[config.mk]
export PLATFORM = sky130hd
export DESIGN_NAME = bomb_blast_scheduler_flat
export DESIGN_NICKNAME = d
export VERILOG_FILES = /design/src/rtl/bomb_pkg.sv /design/src/rtl/bomb_blast_scheduler_if.sv /design/src/rtl/rr_arbiter2.sv /design/src/rtl/bomb_blast_scheduler.sv /design/src/flat_wrapper.sv
export SDC_FILE = /design/constraint.sdc
export NUM_CORES = 1
export LEC_CHECK = 0
export ABC_AREA = 1
export CORE_MARGIN = 2
export CORE_UTILIZATION = 25
export DETAILED_ROUTE_END_ITERATION = 6
export HOLD_SLACK_MARGIN = 0.03
export PLACE_DENSITY_LB_ADDON = 0.12
export SYNTH_ARGS = -nofsm -noshare
export SYNTH_HDL_FRONTEND = slang
export SYNTH_SLANG_ARGS = --single-unit
[constraint.sdc]
create_clock -name clk -period 3.08 [get_ports clk]
set_input_delay 0.77 -clock clk [delete_from_list [all_inputs] [get_ports clk]]
set_output_delay 0.77 -clock clk [all_outputs]
set_load 0.03 [all_outputs]
[src/rtl/bomb_pkg.sv]
// Shared types and constants for the bomb blast scheduler.
package bomb_pkg;

  typedef enum logic [1:0] {
    ST_IDLE  = 2'd0,
    ST_FUSE  = 2'd1,
    ST_BLAST = 2'd2,
    ST_COOL  = 2'd3
  } state_e;

  localparam logic [1:0] SHAPE_CROSS = 2'd0;
  localparam logic [1:0] SHAPE_VERT  = 2'd1;
  localparam logic [1:0] SHAPE_HORIZ = 2'd2;

  localparam int unsigned TILE_BITS          = 5;
  localparam int unsigned COORD_W            = 11;
  localparam int unsigned DEF_FUSE_FRAMES    = 120;
  localparam int unsigned DEF_BLAST_FRAMES   = 30;
  localparam int unsigned DEF_COOL_FRAMES    = 15;

  // Undefined shape code 3 falls back to the cross pattern.
  function automatic logic [1:0] sanitize_shape(input logic [1:0] shape);
    return (shape == 2'd3) ? SHAPE_CROSS : shape;
  endfunction

endpackage

[src/rtl/bomb_blast_scheduler_if.sv]
// Placement request/grant bundle between the two players and the scheduler.
interface bomb_blast_scheduler_if;
  logic [1:0] req;        // bit0 = player 1
  logic [7:0] req_tileX;  // {p2[7:4], p1[3:0]}
  logic [5:0] req_tileY;  // {p2[5:3], p1[2:0]}
  logic [3:0] req_shape;  // {p2[3:2], p1[1:0]}
  logic [1:0] grant;      // one-clk one-hot accept pulse

  modport master (output req, req_tileX, req_tileY, req_shape, input grant);
  modport slave  (input req, req_tileX, req_tileY, req_shape, output grant);
endinterface

[src/rtl/rr_arbiter2.sv]
// Two-requester round-robin arbiter; pointer moves only when a grant is accepted.
module rr_arbiter2 (
  input  logic       clk,
  input  logic       resetN,
  input  logic [1:0] req,
  input  logic       accept,
  output logic [1:0] gnt_c
);

  // prio_q = 0 favours requester 0, 1 favours requester 1
  logic prio_q;
  logic prio_d;

  // One-hot winner selection
  always_comb begin
    gnt_c = 2'b00;
    case (req)
      2'b01:   gnt_c = 2'b01;
      2'b10:   gnt_c = 2'b10;
      2'b11:   gnt_c = prio_q ? 2'b10 : 2'b01;
      default: gnt_c = 2'b00;
    endcase
  end

  // After a grant, the other requester gets priority
  always_comb begin
    prio_d = prio_q;
    if (accept && (req != 2'b00)) prio_d = gnt_c[0];
  end

  // Pointer register
  always_ff @(posedge clk or negedge resetN) begin
    if (!resetN) prio_q <= 1'b0;
    else         prio_q <= prio_d;
  end

endmodule

[src/rtl/bomb_blast_scheduler.sv]
// Bomb lifecycle sequencer: IDLE -> FUSE -> BLAST -> COOLDOWN, paced by startOfFrame.
// Optional macro BLAST_REMOTE_DET_EN adds remote_det[1:0] for early detonation by the owner.
module bomb_blast_scheduler
  import bomb_pkg::*;
#(
  parameter int unsigned FUSE_FRAMES  = bomb_pkg::DEF_FUSE_FRAMES,
  parameter int unsigned BLAST_FRAMES = bomb_pkg::DEF_BLAST_FRAMES,
  parameter int unsigned COOL_FRAMES  = bomb_pkg::DEF_COOL_FRAMES,
  parameter int unsigned TILE_BITS    = bomb_pkg::TILE_BITS
) (
  input  logic                clk,
  input  logic                resetN,
  input  logic                startOfFrame,
`ifdef BLAST_REMOTE_DET_EN
  input  logic [1:0]          remote_det,
`endif
  bomb_blast_scheduler_if.slave bus,
  output logic                busy,
  output logic                bomb_visible,
  output logic                blast,
  output logic [2:0]          blast_num,
  output logic                owner,
  output logic [3:0]          bomb_tileX,
  output logic [2:0]          bomb_tileY,
  output logic [10:0]         topLeftX,
  output logic [10:0]         topLeftY
);

  // A zero-length phase still lasts one frame
  localparam int unsigned FUSE_LEN  = (FUSE_FRAMES  == 0) ? 1 : FUSE_FRAMES;
  localparam int unsigned BLAST_LEN = (BLAST_FRAMES == 0) ? 1 : BLAST_FRAMES;
  localparam int unsigned COOL_LEN  = (COOL_FRAMES  == 0) ? 1 : COOL_FRAMES;
  localparam int unsigned MAX_LEN   = (FUSE_LEN > BLAST_LEN)
                                      ? ((FUSE_LEN > COOL_LEN) ? FUSE_LEN : COOL_LEN)
                                      : ((BLAST_LEN > COOL_LEN) ? BLAST_LEN : COOL_LEN);
  localparam int unsigned CNT_W     = $clog2(MAX_LEN + 1);

  state_e             state_q, state_d;
  logic [CNT_W-1:0]   cnt_q, cnt_d;
  logic [1:0]         grant_q, grant_d;
  logic               busy_q, busy_d;
  logic               vis_q, vis_d;
  logic               blast_q, blast_d;
  logic [2:0]         num_q, num_d;
  logic               owner_q, owner_d;
  logic [3:0]         tx_q, tx_d;
  logic [2:0]         ty_q, ty_d;
  logic [10:0]        tlx_q, tlx_d;
  logic [10:0]        tly_q, tly_d;

  logic [1:0]         gnt_c;
  logic               accept_c;
  logic               sel_owner_c;
  logic [3:0]         sel_tx_c;
  logic [2:0]         sel_ty_c;
  logic [1:0]         sel_shape_c;
  logic               frame_done_c;

  assign accept_c = (state_q == ST_IDLE) && (bus.req != 2'b00);

  rr_arbiter2 u_arb (
    .clk    (clk),
    .resetN (resetN),
    .req    (bus.req),
    .accept (accept_c),
    .gnt_c  (gnt_c)
  );

  // Pick the winning player's request fields
  always_comb begin
    sel_owner_c = gnt_c[1];
    sel_tx_c    = sel_owner_c ? bus.req_tileX[7:4] : bus.req_tileX[3:0];
    sel_ty_c    = sel_owner_c ? bus.req_tileY[5:3] : bus.req_tileY[2:0];
    sel_shape_c = sel_owner_c ? bus.req_shape[3:2] : bus.req_shape[1:0];
  end

  // Current phase expires on the frame pulse that takes the counter from 1 to 0
  assign frame_done_c = startOfFrame && (cnt_q == CNT_W'(1));

  // Next-state, counter and latched-bomb logic
  always_comb begin
    state_d = state_q;
    cnt_d   = cnt_q;
    grant_d = 2'b00;
    num_d   = num_q;
    owner_d = owner_q;
    tx_d    = tx_q;
    ty_d    = ty_q;
    tlx_d   = tlx_q;
    tly_d   = tly_q;

    case (state_q)
      ST_IDLE: begin
        if (accept_c) begin
          grant_d = gnt_c;
          owner_d = sel_owner_c;
          num_d   = {1'b0, sanitize_shape(sel_shape_c)};
          tx_d    = sel_tx_c;
          ty_d    = sel_ty_c;
          tlx_d   = 11'((11'(sel_tx_c) - 11'd2) << TILE_BITS);
          tly_d   = 11'((11'(sel_ty_c) - 11'd2) << TILE_BITS);
          state_d = ST_FUSE;
          cnt_d   = CNT_W'(FUSE_LEN);
        end
      end
      ST_FUSE: begin
`ifdef BLAST_REMOTE_DET_EN
        if (remote_det[owner_q]) begin
          state_d = ST_BLAST;
          cnt_d   = CNT_W'(BLAST_LEN);
        end else
`endif
        if (frame_done_c) begin
          state_d = ST_BLAST;
          cnt_d   = CNT_W'(BLAST_LEN);
        end else if (startOfFrame) begin
          cnt_d   = cnt_q - CNT_W'(1);
        end
      end
      ST_BLAST: begin
        if (frame_done_c) begin
          state_d = ST_COOL;
          cnt_d   = CNT_W'(COOL_LEN);
        end else if (startOfFrame) begin
          cnt_d   = cnt_q - CNT_W'(1);
        end
      end
      ST_COOL: begin
        if (frame_done_c) begin
          state_d = ST_IDLE;
          cnt_d   = '0;
        end else if (startOfFrame) begin
          cnt_d   = cnt_q - CNT_W'(1);
        end
      end
      default: begin
        state_d = ST_IDLE;
        cnt_d   = '0;
      end
    endcase

    busy_d  = (state_d != ST_IDLE);
    vis_d   = (state_d == ST_FUSE);
    blast_d = (state_d == ST_BLAST);
  end

  // State and output registers; reset clears blast immediately
  always_ff @(posedge clk or negedge resetN) begin
    if (!resetN) begin
      state_q <= ST_IDLE;
      cnt_q   <= '0;
      grant_q <= 2'b00;
      busy_q  <= 1'b0;
      vis_q   <= 1'b0;
      blast_q <= 1'b0;
      num_q   <= 3'd0;
      owner_q <= 1'b0;
      tx_q    <= 4'd0;
      ty_q    <= 3'd0;
      tlx_q   <= 11'd0;
      tly_q   <= 11'd0;
    end else begin
      state_q <= state_d;
      cnt_q   <= cnt_d;
      grant_q <= grant_d;
      busy_q  <= busy_d;
      vis_q   <= vis_d;
      blast_q <= blast_d;
      num_q   <= num_d;
      owner_q <= owner_d;
      tx_q    <= tx_d;
      ty_q    <= ty_d;
      tlx_q   <= tlx_d;
      tly_q   <= tly_d;
    end
  end

  assign bus.grant    = grant_q;
  assign busy         = busy_q;
  assign bomb_visible = vis_q;
  assign blast        = blast_q;
  assign blast_num    = num_q;
  assign owner        = owner_q;
  assign bomb_tileX   = tx_q;
  assign bomb_tileY   = ty_q;
  assign topLeftX     = tlx_q;
  assign topLeftY     = tly_q;

endmodule

[src/flat_wrapper.sv]
// flat-port wrapper written by rule: the top's interface ports become plain ports
module bomb_blast_scheduler_flat import bomb_pkg::*;
#(
  parameter int unsigned FUSE_FRAMES  = bomb_pkg::DEF_FUSE_FRAMES,
  parameter int unsigned BLAST_FRAMES = bomb_pkg::DEF_BLAST_FRAMES,
  parameter int unsigned COOL_FRAMES  = bomb_pkg::DEF_COOL_FRAMES,
  parameter int unsigned TILE_BITS    = bomb_pkg::TILE_BITS
)
  (clk, resetN, startOfFrame, busy, bomb_visible, blast, blast_num, owner, bomb_tileX, bomb_tileY, topLeftX, topLeftY, bus_req, bus_req_tileX, bus_req_tileY, bus_req_shape, bus_grant);
  bomb_blast_scheduler_if bus_i ();
  input  logic clk;
  input  logic resetN;
  input  logic startOfFrame;
  output logic busy;
  output logic bomb_visible;
  output logic blast;
  output logic [2:0] blast_num;
  output logic owner;
  output logic [3:0] bomb_tileX;
  output logic [2:0] bomb_tileY;
  output logic [10:0] topLeftX;
  output logic [10:0] topLeftY;
  input wire logic [$bits(bus_i.req)-1:0] bus_req;
  input wire logic [$bits(bus_i.req_tileX)-1:0] bus_req_tileX;
  input wire logic [$bits(bus_i.req_tileY)-1:0] bus_req_tileY;
  input wire logic [$bits(bus_i.req_shape)-1:0] bus_req_shape;
  output wire logic [$bits(bus_i.grant)-1:0] bus_grant;
  assign bus_i.req = bus_req;
  assign bus_i.req_tileX = bus_req_tileX;
  assign bus_i.req_tileY = bus_req_tileY;
  assign bus_i.req_shape = bus_req_shape;
  assign bus_grant = bus_i.grant;
  bomb_blast_scheduler #(.FUSE_FRAMES(FUSE_FRAMES), .BLAST_FRAMES(BLAST_FRAMES), .COOL_FRAMES(COOL_FRAMES), .TILE_BITS(TILE_BITS)) u_core (.clk(clk), .resetN(resetN), .startOfFrame(startOfFrame), .bus(bus_i), .busy(busy), .bomb_visible(bomb_visible), .blast(blast), .blast_num(blast_num), .owner(owner), .bomb_tileX(bomb_tileX), .bomb_tileY(bomb_tileY), .topLeftX(topLeftX), .topLeftY(topLeftY));
endmodule
==> metrics, run 1 <==
vias per inst=4.03; Req. time, crit path=3.26 ns; Max Clock Skew=0.00954 ns; Logic pwr share=0.519; Mapped Cells=227; port bufs=49; total number of vias=1496; final hold slack=0.487 ns; reg-to-reg slack, setup=1.36 ns; Final Instance Area=0.00239 mm^2; routed wire length=4.29 mm; period utilization=0.733; RSZ-0062 raised after global routing=no; Final nets=301; run status=finished, final reports clean; Post-CTS Setup Inserts=0; leading area contributor after synthesis=dfrtp_1; vias in the first global route=1486; Net Switching=0.00101 W; io pins=61; endpoints failing setup=0; Synthesis Warnings=0; Max Cap Violations=0; Startpoint Class=input pin; Internal=0.00123 W; CTS tree=done; first-pass detailed-route iteration total=4; Yosys top cell area share=0.447; drt initial violations=75; met1 wire length=1.99 mm; first-pass GRT wire length=6.99 mm; Worst path top cell family by delay=simple AND/OR/NAND/NOR gates; slowest stage cell, crit path=clkdlybuf4s50_1; DRC violation count after routing=0; post-synthesis cell type count=27; initial antenna violation count=0; Post-Syn Area=0.00179 mm^2; Max Fclk=443 MHz; die height=88.7 um; cts repair resizes=0; GPL Wtd Cong=0.748; cts bufs inserted=5; wire length per cell=11.6 um; area of the core=0.00687 mm^2; Max Root-Sink Buffers=2; Hold WC Path Type=register to register; setup TNS=0 ns; Worst-Skew Late Latency=0.29 ns; number of fill cells in the layout=764; max-slew violation count=0; Max FO, Critical Path=17; Yosys reg bits=32; clock root buffer=clkbuf_8; htree depth=2; Critical Path AT=2.44 ns; Starting Density=0.261; largest net degree at the start of global routing=33; Switching Share=0.450; pwr dens=938 mW/mm^2; Final Hold Violating Endpoints=0; Flop pwr share=0.327; Cell Rows=30; number of diodes=0; area grow syn2layout=33.2%; Total GRT Usage=0.118; crit-path most repeated cell=nand2_1; die area=0.00787 mm^2; CP Cell Sequence=clkdlybuf4s50_1, nand2_1, nand2_2, inv_1, nand2_1, and2_1, ha_1, o211ai_1, nand3_1, nand2_1; Reg clk slew, reported paths=0.07 ns; met2 wire len=1.86 mm; top cells by area, synth=dfrtp_1, nand2_1, buf_4; hpwl dp=3.16 mm; Die X=88.7 um; Pleak=1.14 nW; met3 WL=377 um; share of cells above drive strength 1=0.0982; gr ovfl total=0; Post-DP Area=0.00230 mm^2; max layer used=met4; clock share of power=0.154; Routed Antenna Nets=0; WS Path Type=input pin to register; Largest stage delay, worst path=0.49 ns; VDD IR max=0.347 mV; WP buf/inv=2; CP endpoint kind=register; Post-CTS Hold Buffers=0; minimum clock period after layout=2.26 ns; synthesized area per cell=7.90 um^2; sequential share of the synthesized area=0.447; clk sinks=32
==> through the flow <==
| stage | total power, W | util | setup slack, ns | cells |
|---|---|---|---|---|
| floorplan | 0.00153 | - | 1.29 | 237 |
| global placement | 0.00192 | 0.335 | 0.586 | 363 |
| detailed placement | 0.00192 | 0.335 | 0.524 | 363 |
| CTS | 0.00228 | 0.348 | 0.819 | 371 |
| global route | 0.00244 | 0.348 | 0.650 | 371 |
| finish | 0.00224 | 0.348 | 0.821 | 371 |
==> state kept, by name, indices dropped and copies added (netlist names) <==
| register | count |
|---|---|
| u_core.blast_num | 2 |
| u_core.topLeftX | 4 |
| u_core.bomb_visible | 1 |
| u_core.bomb_tileX | 4 |
| u_core.blast | 1 |
| u_core.topLeftY | 3 |
| u_core.bus.grant | 2 |
| u_core.state_q | 2 |
| u_core.owner | 1 |
| u_core.cnt_q | 7 |
| u_core.bomb_tileY | 3 |
| u_core.u_arb.prio_q | 1 |
| u_core.busy | 1 |
==> layout by cell type, fill, tap and decap left out, drive strengths merged <==
cell type,netlist,layout
ha,4,4
o21a,2,2
nand4,4,4
conb,1,11
nand3,11,11
nor2,22,22
inv,27,27
or2,3,3
dfrtp,32,32
and2,1,1
nand2,70,70
o21ai,24,24
a21oi,4,4
buf,20,1
clkbuf,0,8
clkdlybuf4s50,0,49
o211ai,1,1
o21bai,1,1
==> path summary, 6_finish.rpt <==
kind,startpoint,to,depth (start not counted)
setup / recovery,bus_req[0],u_core.topLeftX[8],10
hold / removal,u_core.bomb_tileY[1],u_core.bomb_tileY[1],2
setup reg to reg,u_core.u_arb.prio_q,u_core.topLeftX[8],10
hold reg to reg,u_core.bomb_tileY[1],u_core.bomb_tileY[1],2
max in group asynchronous,resetN,u_core.bomb_tileX[2],2
min in group asynchronous,resetN,u_core.cnt_q[6],2
==> cells by family after synthesis <==
| logic type | synth area share |
|---|---|
| simple gates | 0.283 |
| compound gates | 0.0991 |
| other cells | 0.00209 |
| flops | 0.447 |
| buf+inv | 0.142 |
| fa+ha+maj | 0.0279 |
==> power groups by stage <==
stage | Clock, W | Combinational, W | Sequential [W]
after floorplan | 0 | 0.000593 | 0.000938
after global placement | 0 | 0.00118 | 0.000746
after detailed placement | 0 | 0.00118 | 0.000740
after CTS | 0.000359 | 0.00118 | 0.000736
after global routing | 0.000372 | 0.00131 | 0.000758
final | 0.000345 | 0.00116 | 0.000731
==> cell usage after synthesis (all sizes together) <==
cell type   n
ha          4
conb        1
o211ai      1
dfrtp      32
inv        27
o21bai      1
nand4       4
o21ai      24
and2        1
or2         3
nand2      70
a21oi       4
o21a        2
nor2       22
nand3      11
buf        20
==> tightest hold or removal path: cells and delay by family (launching register included) <==
kind,cells,cell delay (ns)
flip-flops,1,0.35
AND/OR/NAND/NOR,2,0.10
==> area by class of cell <==
cell class                 instances  area, um^2  share of cell area
inverter                          27         104              0.0435
tap                               96         120              0.0503
multi-input combinational        158         776               0.325
timing repair buffer              50         498               0.208
clock buffer                       8        90.1              0.0377
sequential                        32         801               0.335
==> metal layers <==
layer	vias up	track usage
li1	777	-
met1	673	0.144
met2	39	0.182
met3	7	0.0588
met4	0	0.0372
met5	-	0
Note: power is estimated with default switching activity, not from simulation.
==> run 2: changes to the inputs <==
clock period = 2 ns   (was 3.08 ns; I/O delays follow)
==> metrics, run 2 (synthesis results as in run 1) <==
Worst path top cell family by delay=buffers and inverters; Critical Path AT=1.36 ns (-1.08 ns); Final nets=313 (+4.0%); wire length per cell=11.3 um (-2.1%); cts bufs inserted=5 (unchanged); WP buf/inv=1 (-1); endpoints failing setup=0 (unchanged); largest net degree at the start of global routing=33 (unchanged); Max Fclk=538 MHz; Post-CTS Setup Inserts=0 (unchanged); DRC violation count after routing=0 (unchanged); cts repair resizes=0 (unchanged); CTS tree=done; Final Hold Violating Endpoints=0 (unchanged); most frequent cells in the layout=nand2_1, clkdlybuf4s50_1, dfrtp_1; Startpoint Class=register; Top Usage Layer GRT=met2; grt met2 use=0.187 (+0.00475); GRT met1 Usage=0.159 (+0.0154); total design power=0.00352 W (+57%); Pleak=1.20 nW (+5.4%); number of diodes=0 (unchanged); Cell Rows=30 (unchanged); first-pass detailed-route iteration total=4 (unchanged); vias in the first global route=1533 (+3.2%); r2r startpoint=u_core.cnt_q[1]; CP endpoint kind=output pin; Largest register FFs=7 (unchanged); die area=0.00787 mm^2 (unchanged); first-pass GRT wire length=7.25 mm (+3.7%); Worst-Skew Late Latency=0.28 ns (about the same); Final Instance Area=0.00249 mm^2 (+4.3%); minimum clock period after layout=1.86 ns; worst setup margin=0.140 ns (-0.682 ns); Max FO, Critical Path=4 (-13); run status=finished, final reports clean; slowest stage cell, crit path=clkdlybuf4s50_1; gr ovfl total=0 (unchanged); RSZ-0062 raised after global routing=no; GPL Wtd Cong=0.780 (+4.2%); area grow syn2layout=38.9%; Post-CTS Hold Buffers=0 (unchanged); Die X=88.7 um (unchanged); worst hold start=u_core.topLeftX[6]; pwr dens=1410 mW/mm^2 (+51%); final hold slack=0.482 ns (-0.00548 ns); Starting Density=0.261 (unchanged); Max Cap Violations=0 (unchanged); total number of vias=1532 (+2.4%); routed wire length=4.33 mm (+1.1%); io pins=61 (unchanged); clk sinks=32 (unchanged); Max Root-Sink Buffers=2 (unchanged); hpwl dp=3.38 mm (+7.1%); area of the core=0.00687 mm^2 (unchanged); CP Launch Point=u_core.topLeftY[9]; drt initial violations=40 (-47%); WS Path Type=register to output pin; CP Cell Sequence=clkdlybuf4s50_1; clock root buffer=clkbuf_8; Post-DP Area=0.00240 mm^2 (+4.5%); Total GRT Usage=0.122 (+0.00421); VDD IR max=0.665 mV (+92%); Largest Register=u_core.cnt_q; share of cells above drive strength 1=0.136 (+0.0377); Routed Antenna Nets=0 (unchanged); period utilization=0.930; Largest stage delay, worst path=0.69 ns (+0.20 ns); htree depth=2 (unchanged); Reg clk slew, reported paths=0.07 ns (about the same); port bufs=49 (unchanged); die height=88.7 um (unchanged); dpl ws=-0.0254 ns (-0.549 ns); initial antenna violation count=0 (unchanged); most common cell after layout, fill and taps aside=nand2_1; vias per inst=4.00 (-0.80%); Req. time, crit path=1.50 ns (-1.76 ns); Hold WC Path Type=register to register; max-slew violation count=0 (unchanged); Max Clock Skew=0.00735 ns (-0.00219 ns); global routing usage on met3=0.0504 (-0.00840)
run 2: layer usage:
| metal | routed length, um | share of wire |
|---|---|---|
| met4 | 38 | 0.0088 |
| met2 | 1990 | 0.46 |
| met1 | 1990 | 0.46 |
| met5 | 0 | 0 |
| met3 | 316 | 0.073 |
run 2: final timing paths:
path / depth (start not counted) / to / slack (ns)
setup / recovery: 1 / topLeftY[8] / 0.14
hold / removal: 2 / u_core.topLeftX[6] / 0.48
setup reg to reg: 9 / u_core.blast / 0.41
hold reg to reg: 2 / u_core.topLeftX[6] / 0.48
max in group asynchronous: 2 / u_core.blast / 1.06
min in group asynchronous: 2 / u_core.cnt_q[6] / 0.61
run 2: power by group:
part	switching, W	internal [W]	total [W]
Combinational	0.00111	0.000766	0.00188
Clock	0.000234	0.000281	0.000515
Sequential	0.000208	0.000920	0.00113
run 2: cell type report:
| class | count | area, um^2 |
|---|---|---|
| clock buffer | 8 | 90.1 |
| fill | 741 | 4380 |
| inverter | 27 | 104 |
| multi-input combinational | 158 | 776 |
| sequential | 32 | 801 |
| tap | 96 | 120 |
| timing repair buffer | 62 | 601 |
run 2: through the flow:
step / cells / util / TNS (ns)
floorplan: 237 / - / 0
global placement: 375 / 0.350 / 0
detailed placement: 375 / 0.350 / -0.0254
CTS: 383 / 0.363 / 0
global route: 383 / 0.363 / 0
finish: 383 / 0.363 / 0
==> run 3: changes to the inputs <==
ABC_CLOCK_PERIOD_IN_PS = 1850   (was default)
clock period = 1.85 ns   (was 2 ns; I/O delays follow)
==> metrics, run 3 (synthesis results as in run 1) <==
endpoints failing setup=0 (unchanged); largest net degree at the start of global routing=33 (unchanged); wire length per cell=11.1 um (-1.4%); non-filler cells in the finished layout=387 (+1.0%); r2r startpoint=u_core.cnt_q[1]; Hold WC Path Type=register to register; Max Clock Skew=0.00509 ns (-0.00226 ns); Req. time, crit path=1.39 ns (-0.11 ns); WP buf/inv=1 (unchanged); number of fill cells in the layout=728 (-1.8%); pwr dens=1510 mW/mm^2 (+7.0%); CP Launch Point=u_core.bomb_tileX[2]; cts bufs inserted=5 (unchanged); share of cells above drive strength 1=0.151 (+0.0153); Cell Rows=30 (unchanged); Worst setup endpoint=bomb_tileX[2]; Worst-Skew Late Latency=0.28 ns (about the same); Startpoint Class=register; minimum clock period after layout=1.80 ns; Max FO, Critical Path=2 (-2); Routed Antenna Nets=0 (unchanged); Largest stage delay, worst path=0.70 ns (about the same); Final Instance Area=0.00255 mm^2 (+2.3%); Starting Density=0.261 (unchanged); initial antenna violation count=0 (unchanged); Max Root-Sink Buffers=2 (unchanged); vias in the first global route=1615 (+5.3%); VDD IR max=0.515 mV (-23%); drt initial violations=42 (+5.0%); hpwl dp=3.47 mm (+2.7%); Post-DP Area=0.00244 mm^2 (+1.8%); htree depth=2 (unchanged); CP endpoint kind=output pin; Reg clk slew, reported paths=0.07 ns (about the same); first-pass detailed-route iteration total=4 (unchanged); Final Hold Violating Endpoints=0 (unchanged); fin util=0.371 (+0.00820); port bufs=49 (unchanged); Worst path top cell family by delay=buffers and inverters; Die X=88.7 um (unchanged); area grow syn2layout=42.1%; total design power=0.00386 W (+9.4%); r2r worst-path depth=9 (unchanged); Critical Path AT=1.34 ns (-0.02 ns); Total GRT Usage=0.123 (+0.000968); setup TNS=0 ns (unchanged); Max Fclk=555 MHz; CTS tree=done; clk sinks=32 (unchanged); io pins=61 (unchanged); max-slew violation count=0 (unchanged); Largest Register=u_core.cnt_q; GPL Wtd Cong=0.781 (+0.21%); DRC violation count after routing=0 (unchanged); slowest stage cell, crit path=clkdlybuf4s50_1; first-pass GRT wire length=7.33 mm (+1.1%); gr ovfl total=0 (unchanged); most common cell after layout, fill and taps aside=nand2_1; Pleak=1.29 nW (+7.3%); DP Cell Count=379 (+1.1%); number of diodes=0 (unchanged); reg-to-reg slack, setup=0.29 ns (-0.12 ns); vias per inst=4.01 (+0.13%); routed wire length=4.32 mm (-0.42%); most frequent cells in the layout=nand2_1, clkdlybuf4s50_1, dfrtp_1; period utilization=0.974; clock root buffer=clkbuf_8; RSZ-0062 raised after global routing=no; Final nets=317 (+1.3%); Max Cap Violations=0 (unchanged); total number of vias=1550 (+1.2%); Crit path depth=1 (unchanged); WS Path Type=register to output pin; die area=0.00787 mm^2 (unchanged); CP Cell Sequence=clkdlybuf4s50_1; Post-CTS Setup Inserts=0 (unchanged); Largest register FFs=7 (unchanged); FF-to-FF End=u_core.cnt_q[1]; area of the core=0.00687 mm^2 (unchanged); die height=88.7 um (unchanged); run status=finished, final reports clean
## run 3: timing repair
| action | CTS | global route |
|---|---|---|
| hold buffers | 0 | 0 |
| resized for setup | 0 | 4 |
| endpoints found under the setup margin | 0 | 4 |
## run 3: area by class of cell
class	instances	area, um^2	share of cell area
sequential	32	801	0.314
clock inverter	1	7.51	0.00295
clock buffer	7	86.3	0.0339
timing repair buffer	66	653	0.256
inverter	27	104	0.0408
multi-input combinational	158	776	0.305
tap	96	120	0.0472
## run 3: layer usage
metal | vias up | track usage | part of all wire
met5 | - | 0 | 0
met2 | 40 | 0.191 | 0.47
met3 | 2 | 0.0504 | 0.068
met4 | 0 | 0.0386 | 0.0039
met1 | 699 | 0.156 | 0.46
li1 | 809 | - | -
## run 3: metrics by stage
step,setup WS (ns),hold slack (ns)
final,0.0489,0.484
after global placement,-0.0866,0.470
after CTS,0.0145,0.492
after detailed placement,-0.151,0.473
after floorplan,0.365,0.167
after global routing,0.000404,0.517
## run 3: worst min-delay path, stage by stage, from the launching register on
cell     delay, ns
dfrtp_1       0.35
nand2_1       0.05
nand2_1       0.05
## run 3: where the power goes
group,internal [W],total (W),switching (W)
registers,0.000994,0.00122,0.000223
logic,0.000859,0.00208,0.00122
clock network,0.000302,0.000560,0.000257
## run 3: how the worst min path moves through the flow
stage,start,depth (start not counted),slack [ns],to
after global placement,u_core.topLeftX[6],2,0.47,u_core.topLeftX[6]
final,u_core.bomb_tileY[1],2,0.48,u_core.bomb_tileY[1]
after global routing,u_core.topLeftX[6],2,0.52,u_core.topLeftX[6]
after floorplan,resetN,0,0.17,u_core.blast
after detailed placement,u_core.bomb_tileY[1],2,0.47,u_core.bomb_tileY[1]
after CTS,u_core.bomb_tileY[1],2,0.49,u_core.bomb_tileY[1]
